[src/rtl/atm_frame_sequencer_if.sv]
// atm_frame_sequencer_if: control inputs and mux/data-path outputs of the ATM frame sequencer
interface atm_frame_sequencer_if #(
    parameter int NCH  = 8,
    parameter int CHW  = $clog2(NCH),
    parameter int OSRW = 4,
    parameter int FCW  = 8
);
    logic            ENSAMP_sync;
    logic [NCH-1:0]  CHEN_sync;
    logic [OSRW-1:0] OSR_sync;
    logic            ENLOWPWR_sync;
    logic            ONESHOT_sync;
    logic [NCH-1:0]  ATMCHSEL;
    logic [NCH-1:0]  ATMCHSEL_DATA;
    logic [CHW-1:0]  CHIDX_DATA;
    logic [NCH-1:0]  CHSEL;
    logic            LASTWORD;
    logic            FRAME_DONE;
    logic [FCW-1:0]  FRAME_CNT;
    logic            BUSY;

    modport master (
        output ENSAMP_sync, CHEN_sync, OSR_sync, ENLOWPWR_sync, ONESHOT_sync,
        input  ATMCHSEL, ATMCHSEL_DATA, CHIDX_DATA, CHSEL, LASTWORD, FRAME_DONE, FRAME_CNT, BUSY
    );

    modport slave (
        input  ENSAMP_sync, CHEN_sync, OSR_sync, ENLOWPWR_sync, ONESHOT_sync,
        output ATMCHSEL, ATMCHSEL_DATA, CHIDX_DATA, CHSEL, LASTWORD, FRAME_DONE, FRAME_CNT, BUSY
    );
endinterface

[src/rtl/atm_frame_sequencer.sv]
// atm_frame_sequencer: OSR-timed circular channel sequencer with per-frame config latch and DONE-aligned data flags
module atm_frame_sequencer #(
    parameter int NCH  = 8,
    parameter int CHW  = $clog2(NCH),
    parameter int OSRW = 4,
    parameter int FCW  = 8
) (
    input logic SAMPLE_CLK,
    input logic NRST_sync,
    atm_frame_sequencer_if.slave bus
);
    localparam int CW = OSRW + 2;

    typedef enum logic [1:0] {IDLE, CONVERT, HALT} state_t;

    state_t          state_q, state_d;
    logic [NCH-1:0]  chen_l_q, chen_l_d;
    logic [OSRW-1:0] osr_l_q, osr_l_d;
    logic [CW-1:0]   cnt_q, cnt_d;
    logic [NCH-1:0]  sel_q, sel_d;
    logic [NCH-1:0]  sel_data_q, sel_data_d;
    logic [CHW-1:0]  chidx_q, chidx_d;
    logic            last_q, last_d;
    logic            fdone_q, fdone_d;
    logic [FCW-1:0]  fcnt_q, fcnt_d;
    logic [CW-1:0]   term;
    logic [NCH-1:0]  above, next_ch, new_low;
    logic            at_term, frame_end, is_last;

    function automatic logic [CHW-1:0] onehot_idx(input logic [NCH-1:0] v);
        logic [CHW-1:0] r;
        r = '0;
        for (int i = 0; i < NCH; i++)
            if (v[i]) r = r | CHW'(i);
        return r;
    endfunction

    // Conversion timing and channel search: term = 4*osr+1 (len 4*osr+2), enabled channels above the current one
    always_comb begin
        term      = (osr_l_q == '0) ? '0 : {osr_l_q, 2'b01};
        above     = chen_l_q & ~(sel_q | (sel_q - NCH'(1)));
        next_ch   = above & (~above + NCH'(1));
        new_low   = bus.CHEN_sync & (~bus.CHEN_sync + NCH'(1));
        is_last   = (sel_q != '0) && (above == '0);
        at_term   = (state_q == CONVERT) && (cnt_q == term);
        frame_end = at_term && (above == '0);
    end

    // Next-state, channel switching and DONE-aligned pipeline; ENSAMP low overrides everything except the frame count
    always_comb begin
        state_d    = state_q;
        chen_l_d   = chen_l_q;
        osr_l_d    = osr_l_q;
        cnt_d      = cnt_q;
        sel_d      = sel_q;
        sel_data_d = sel_q;
        chidx_d    = onehot_idx(sel_q);
        last_d     = is_last;
        fdone_d    = frame_end;
        fcnt_d     = fcnt_q + FCW'(frame_end);
        case (state_q)
            IDLE: begin
                if (bus.ENSAMP_sync && bus.CHEN_sync != '0) begin
                    chen_l_d = bus.CHEN_sync;
                    osr_l_d  = bus.OSR_sync;
                    sel_d    = new_low;
                    cnt_d    = '0;
                    state_d  = CONVERT;
                end
            end
            CONVERT: begin
                cnt_d = cnt_q + CW'(1);
                if (at_term) begin
                    cnt_d = '0;
                    if (above != '0) begin
                        sel_d = next_ch;
                    end else if (bus.ONESHOT_sync) begin
                        sel_d   = '0;
                        state_d = HALT;
                    end else begin
                        chen_l_d = bus.CHEN_sync;
                        osr_l_d  = bus.OSR_sync;
                        sel_d    = new_low;
                        state_d  = (bus.CHEN_sync == '0) ? IDLE : CONVERT;
                    end
                end
            end
            HALT: sel_d = '0;
            default: state_d = IDLE;
        endcase
        if (!bus.ENSAMP_sync) begin
            state_d    = IDLE;
            sel_d      = '0;
            sel_data_d = '0;
            chidx_d    = '0;
            last_d     = 1'b0;
            fdone_d    = 1'b0;
            cnt_d      = '0;
            fcnt_d     = fcnt_q;
        end
    end

    // State and output registers, cleared asynchronously
    always_ff @(posedge SAMPLE_CLK or negedge NRST_sync) begin
        if (!NRST_sync) begin
            state_q    <= IDLE;
            chen_l_q   <= '0;
            osr_l_q    <= '0;
            cnt_q      <= '0;
            sel_q      <= '0;
            sel_data_q <= '0;
            chidx_q    <= '0;
            last_q     <= 1'b0;
            fdone_q    <= 1'b0;
            fcnt_q     <= '0;
        end else begin
            state_q    <= state_d;
            chen_l_q   <= chen_l_d;
            osr_l_q    <= osr_l_d;
            cnt_q      <= cnt_d;
            sel_q      <= sel_d;
            sel_data_q <= sel_data_d;
            chidx_q    <= chidx_d;
            last_q     <= last_d;
            fdone_q    <= fdone_d;
            fcnt_q     <= fcnt_d;
        end
    end

    assign bus.ATMCHSEL      = sel_q;
    assign bus.ATMCHSEL_DATA = sel_data_q;
    assign bus.CHIDX_DATA    = chidx_q;
    assign bus.LASTWORD      = last_q;
    assign bus.FRAME_DONE    = fdone_q;
    assign bus.FRAME_CNT     = fcnt_q;
    assign bus.BUSY          = (state_q == CONVERT);
    assign bus.CHSEL         = bus.ENLOWPWR_sync ? sel_q : bus.CHEN_sync;
endmodule

[src/flat_wrapper.sv]
// flat-port wrapper written by rule: the top's interface ports become plain ports
module atm_frame_sequencer_flat 
#(
    parameter int NCH  = 8,
    parameter int CHW  = $clog2(NCH),
    parameter int OSRW = 4,
    parameter int FCW  = 8
)
  (SAMPLE_CLK, NRST_sync, bus_ENSAMP_sync, bus_CHEN_sync, bus_OSR_sync, bus_ENLOWPWR_sync, bus_ONESHOT_sync, bus_ATMCHSEL, bus_ATMCHSEL_DATA, bus_CHIDX_DATA, bus_CHSEL, bus_LASTWORD, bus_FRAME_DONE, bus_FRAME_CNT, bus_BUSY);
  atm_frame_sequencer_if #(.NCH(NCH), .CHW(CHW), .OSRW(OSRW), .FCW(FCW)) bus_i ();
  input logic SAMPLE_CLK;
  input logic NRST_sync;
  input wire logic [$bits(bus_i.ENSAMP_sync)-1:0] bus_ENSAMP_sync;
  input wire logic [$bits(bus_i.CHEN_sync)-1:0] bus_CHEN_sync;
  input wire logic [$bits(bus_i.OSR_sync)-1:0] bus_OSR_sync;
  input wire logic [$bits(bus_i.ENLOWPWR_sync)-1:0] bus_ENLOWPWR_sync;
  input wire logic [$bits(bus_i.ONESHOT_sync)-1:0] bus_ONESHOT_sync;
  output wire logic [$bits(bus_i.ATMCHSEL)-1:0] bus_ATMCHSEL;
  output wire logic [$bits(bus_i.ATMCHSEL_DATA)-1:0] bus_ATMCHSEL_DATA;
  output wire logic [$bits(bus_i.CHIDX_DATA)-1:0] bus_CHIDX_DATA;
  output wire logic [$bits(bus_i.CHSEL)-1:0] bus_CHSEL;
  output wire logic [$bits(bus_i.LASTWORD)-1:0] bus_LASTWORD;
  output wire logic [$bits(bus_i.FRAME_DONE)-1:0] bus_FRAME_DONE;
  output wire logic [$bits(bus_i.FRAME_CNT)-1:0] bus_FRAME_CNT;
  output wire logic [$bits(bus_i.BUSY)-1:0] bus_BUSY;
  assign bus_i.ENSAMP_sync = bus_ENSAMP_sync;
  assign bus_i.CHEN_sync = bus_CHEN_sync;
  assign bus_i.OSR_sync = bus_OSR_sync;
  assign bus_i.ENLOWPWR_sync = bus_ENLOWPWR_sync;
  assign bus_i.ONESHOT_sync = bus_ONESHOT_sync;
  assign bus_ATMCHSEL = bus_i.ATMCHSEL;
  assign bus_ATMCHSEL_DATA = bus_i.ATMCHSEL_DATA;
  assign bus_CHIDX_DATA = bus_i.CHIDX_DATA;
  assign bus_CHSEL = bus_i.CHSEL;
  assign bus_LASTWORD = bus_i.LASTWORD;
  assign bus_FRAME_DONE = bus_i.FRAME_DONE;
  assign bus_FRAME_CNT = bus_i.FRAME_CNT;
  assign bus_BUSY = bus_i.BUSY;
  atm_frame_sequencer #(.NCH(NCH), .CHW(CHW), .OSRW(OSRW), .FCW(FCW)) u_core (.SAMPLE_CLK(SAMPLE_CLK), .NRST_sync(NRST_sync), .bus(bus_i));
endmodule
[config.mk]
export PLATFORM = sky130hd
export DESIGN_NAME = atm_frame_sequencer_flat
export DESIGN_NICKNAME = d
export VERILOG_FILES = /design/src/rtl/atm_frame_sequencer_if.sv /design/src/rtl/atm_frame_sequencer.sv /design/src/flat_wrapper.sv
export SDC_FILE = /design/constraint.sdc
export NUM_CORES = 1
export LEC_CHECK = 0
export CAP_MARGIN = 0
export CORE_MARGIN = 1.5
export CORE_UTILIZATION = 50
export CTS_CLUSTER_SIZE = 10
export DETAILED_ROUTE_END_ITERATION = 16
export PLACE_DENSITY = 0.77
export SETUP_SLACK_MARGIN = 0.02
export SLEW_MARGIN = 10
export SYNTH_ARGS = -nofsm -noshare
export SYNTH_HDL_FRONTEND = slang
export SYNTH_SLANG_ARGS = --single-unit
[constraint.sdc]
create_clock -name SAMPLE_CLK -period 3.6 [get_ports SAMPLE_CLK]
set_input_delay 0.54 -clock SAMPLE_CLK [delete_from_list [all_inputs] [get_ports SAMPLE_CLK]]
set_output_delay 0.54 -clock SAMPLE_CLK [all_outputs]
set_load 0.02 [all_outputs]
==> impl_metrics.csv <==
group,metric,value,unit
worst_setup_path,crit_path_top_delay_cell,"a211oi_2",
clocking,ctsHoldBuffers,0,
logic_synthesis,synthFlopType,"dfrtp_1",
route,drt-initial-drc-count,144,
global_routing,grt_pass1_wl,9.673,mm
sta,slew_headroom,0.2089,
sta,min_period,3127,ps
logic_synthesis,synth-seq-area-share,0.4490,
global_routing,grt_max_degree,49,
global_routing,grt-ovfl-total,0,
clocking,postCtsSetupBuffers,0,
sta,finalSetupViolCount,0,
power_and_ir_drop,p_leak,0.001541,uW
power_and_ir_drop,p_total,2271,uW
clocking,cts_resized,0,
clocking,cts_tree,"done",
logic_synthesis,synth.avg_cell_area,10.66,um^2
worst_setup_path,critPathKind,"reg2reg",
hold_path,hold_class,"in2async",
route,wl_per_cell,15.59,um
clocking,h-tree-depth,2,
clocking,cts.clk_slew.worst_paths,90,ps
logic_synthesis,synth.distinct_cells,51,
placement,port_buffers,54,
cells_and_area,syn_to_final_growth,27.41,%
clocking,cts_buffer_depth,2,
logic_synthesis,ys_seq_elements,48,
logic_synthesis,async_flop_share,1.000,
sta,tightest_slew,1185,ps
cells_and_area,fin_cells,377,
floorplan,core,5140,um^2
logic_synthesis,synth_warnings,0,
job,drv_cap,0,
logic_synthesis,yosys.area.top_type,"dfrtp_1",
sta,hold_viol_final,0,
sta,fin_crit_sh,0.8685,
floorplan,pin_count,55,
floorplan,rows,26,
worst_setup_path,cp_cell_sequence,"or4_1, a2bb2oi_2, nor4_4, nand3_2, a211oi_2, mux2_2",
sta,skew,6.617,ps
floorplan,die_h,76.15,um
worst_setup_path,cp-end-kind,"register",
cells_and_area,drive_above_1_share,0.1401,
cells_and_area,nFillCells,428,
floorplan,die_area,5798,um^2
logic_synthesis,synthTopCellsByCount,"dfrtp_1, nor2_1, nand2_1, and2_1, mux2_2",
clocking,numClockSinks,48,
global_routing,use_met3,0.03832,
worst_setup_path,critPathMaxStageDelay,990,ps
floorplan,die_x,76.15,um
global_routing,grt_busiest_layer,"met2",
power_and_ir_drop,p_per_area,666.2,nW/um^2
worst_setup_path,crit_required,3790,ps
worst_setup_path,crit_arrival,3320,ps
sta,fmax,319.8,MHz
logic_synthesis,yosysMostFrequentCell,"dfrtp_1",
sta,holdWs,417.6,ps
route,first_pass_iters,6,
logic_synthesis,synth_area,2675,um^2
sta,rsz0062_at_grt,"no",
placement,globalplace.congestion,0.8903,
global_routing,antenna_found_initial,0,
clocking,root_buffer,"clkbuf_8",
logic_synthesis,synth_edf_count,0,
cells_and_area,antenna_cells,0,
cells_and_area,final_nets,330,
logic_synthesis,synth.area.top_cells,"dfrtp_1, mux2_4, mux2_2",
global_routing,use_met2,0.3450,
route,via_per_inst,5.660,
status,status,"finished clean",
floorplan,start_util,0.5204,
route,wl,5.877,mm
clocking,cts_inserted_buffers,5,
logic_synthesis,yosysTopAreaCellShare,0.4490,
sta,setup_tns,0,ps
logic_synthesis,syn_nets,274,
placement,dp_cells,370,
worst_setup_path,startpoint_type,"register",
power_and_ir_drop,ir_drop,0.0003743,V
global_routing,grt_pass1_vias,1976,
placement,hpwlAfterDp,4.257,mm
clocking,clk_latency,300,ps
worst_setup_path,worst-path-max-fanout,12,
logic_synthesis,netlist_instances,251,
route,vias,2134,
global_routing,track_usage,0.2063,
route,ant_nets,0,
sta,drv_slew,0,
global_routing,grtUsageMet1,0.2744,
route,route.detailed.drc,0,
worst max-delay path, delay by kind of cell (launching register included):
kind / cells / cell delay, ps
AO/OA/AOI/OAI: 2 / 1170
AND/OR/NAND/NOR: 3 / 900
flip-flops: 1 / 520
multiplexers: 1 / 420
placed cells by master, fill, tap and decap left out, types with 8 or more instances in the layout:
| cell type | n |
|---|---|
| and2_1 | 11 |
| clkdlybuf4s50_1 | 53 |
| dfrtp_1 | 48 |
| inv_1 | 8 |
| mux2_2 | 10 |
| mux2_4 | 9 |
| nand2_1 | 16 |
| nor2_1 | 17 |
routing by layer:
layer / vias to the layer above / part of all wire
met4: 0 / 0.010
li1: 1027 / -
met5: - / 0
met2: 69 / 0.47
met3: 4 / 0.049
met1: 1034 / 0.47
state kept, by name, summed over array words and instances, names as in the netlist:
name	count
u_core.state_q	2
u_core.bus.LASTWORD	1
u_core.bus.FRAME_DONE	1
u_core.chen_l_q	7
u_core.bus.CHIDX_DATA	3
u_core.bus.ATMCHSEL_DATA	8
u_core.osr_l_q	4
u_core.bus.ATMCHSEL	8
u_core.cnt_q	6
u_core.bus.FRAME_CNT	8
kinds of logic after synthesis:
group           share of synthesized area
xor+xnor                          0.03601
buf+inv                           0.03508
simple gates                       0.2035
fa+ha+maj                         0.02806
flops                              0.4490
mux                                0.1038
compound gates                     0.1445
path summary, 6_finish.rpt:
kind	start	end	slack, ps	cells past startpoint
min in group SAMPLE_CLK	u_core.bus.FRAME_CNT[7]	u_core.bus.FRAME_CNT[7]	480	1
max in group asynchronous	NRST_sync	u_core.bus.FRAME_CNT[0]	2560	1
hold reg to reg	u_core.bus.FRAME_CNT[7]	u_core.bus.FRAME_CNT[7]	480	1
hold / removal	NRST_sync	u_core.bus.ATMCHSEL_DATA[2]	420	1
setup reg to reg	u_core.bus.ATMCHSEL[1]	u_core.chen_l_q[2]	470	6
setup / recovery	u_core.bus.ATMCHSEL[1]	u_core.chen_l_q[2]	470	6
layout make-up:
type / instances / area, um^2 / area share
timing repair buffer: 60 / 580.6 / 0.1703
inverter: 8 / 30.03 / 0.008811
clock buffer: 5 / 68.82 / 0.02019
sequential: 48 / 1201 / 0.3524
clock inverter: 2 / 60.06 / 0.01762
multi-input combinational: 184 / 1380 / 0.4049
tap: 70 / 87.58 / 0.02570
per-stage QoR:
step	setup slack, ps	cell area [um^2]	util
after floorplan	948.6	2675	-
after global placement	509.3	3279	0.6380
after detailed placement	485.0	3279	0.6380
after CTS	467.4	3408	0.6631
after global routing	264.8	3408	0.6631
final	473.3	3408	0.6631
power breakdown:
group          internal [uW]  switching, uW  leakage [uW]
clock network            273            178     0.0000642
logic                    509            555      0.000836
registers                647            108      0.000641
total                   1430            841       0.00154
No activity file was read; power rests on OpenSTA's default activity.
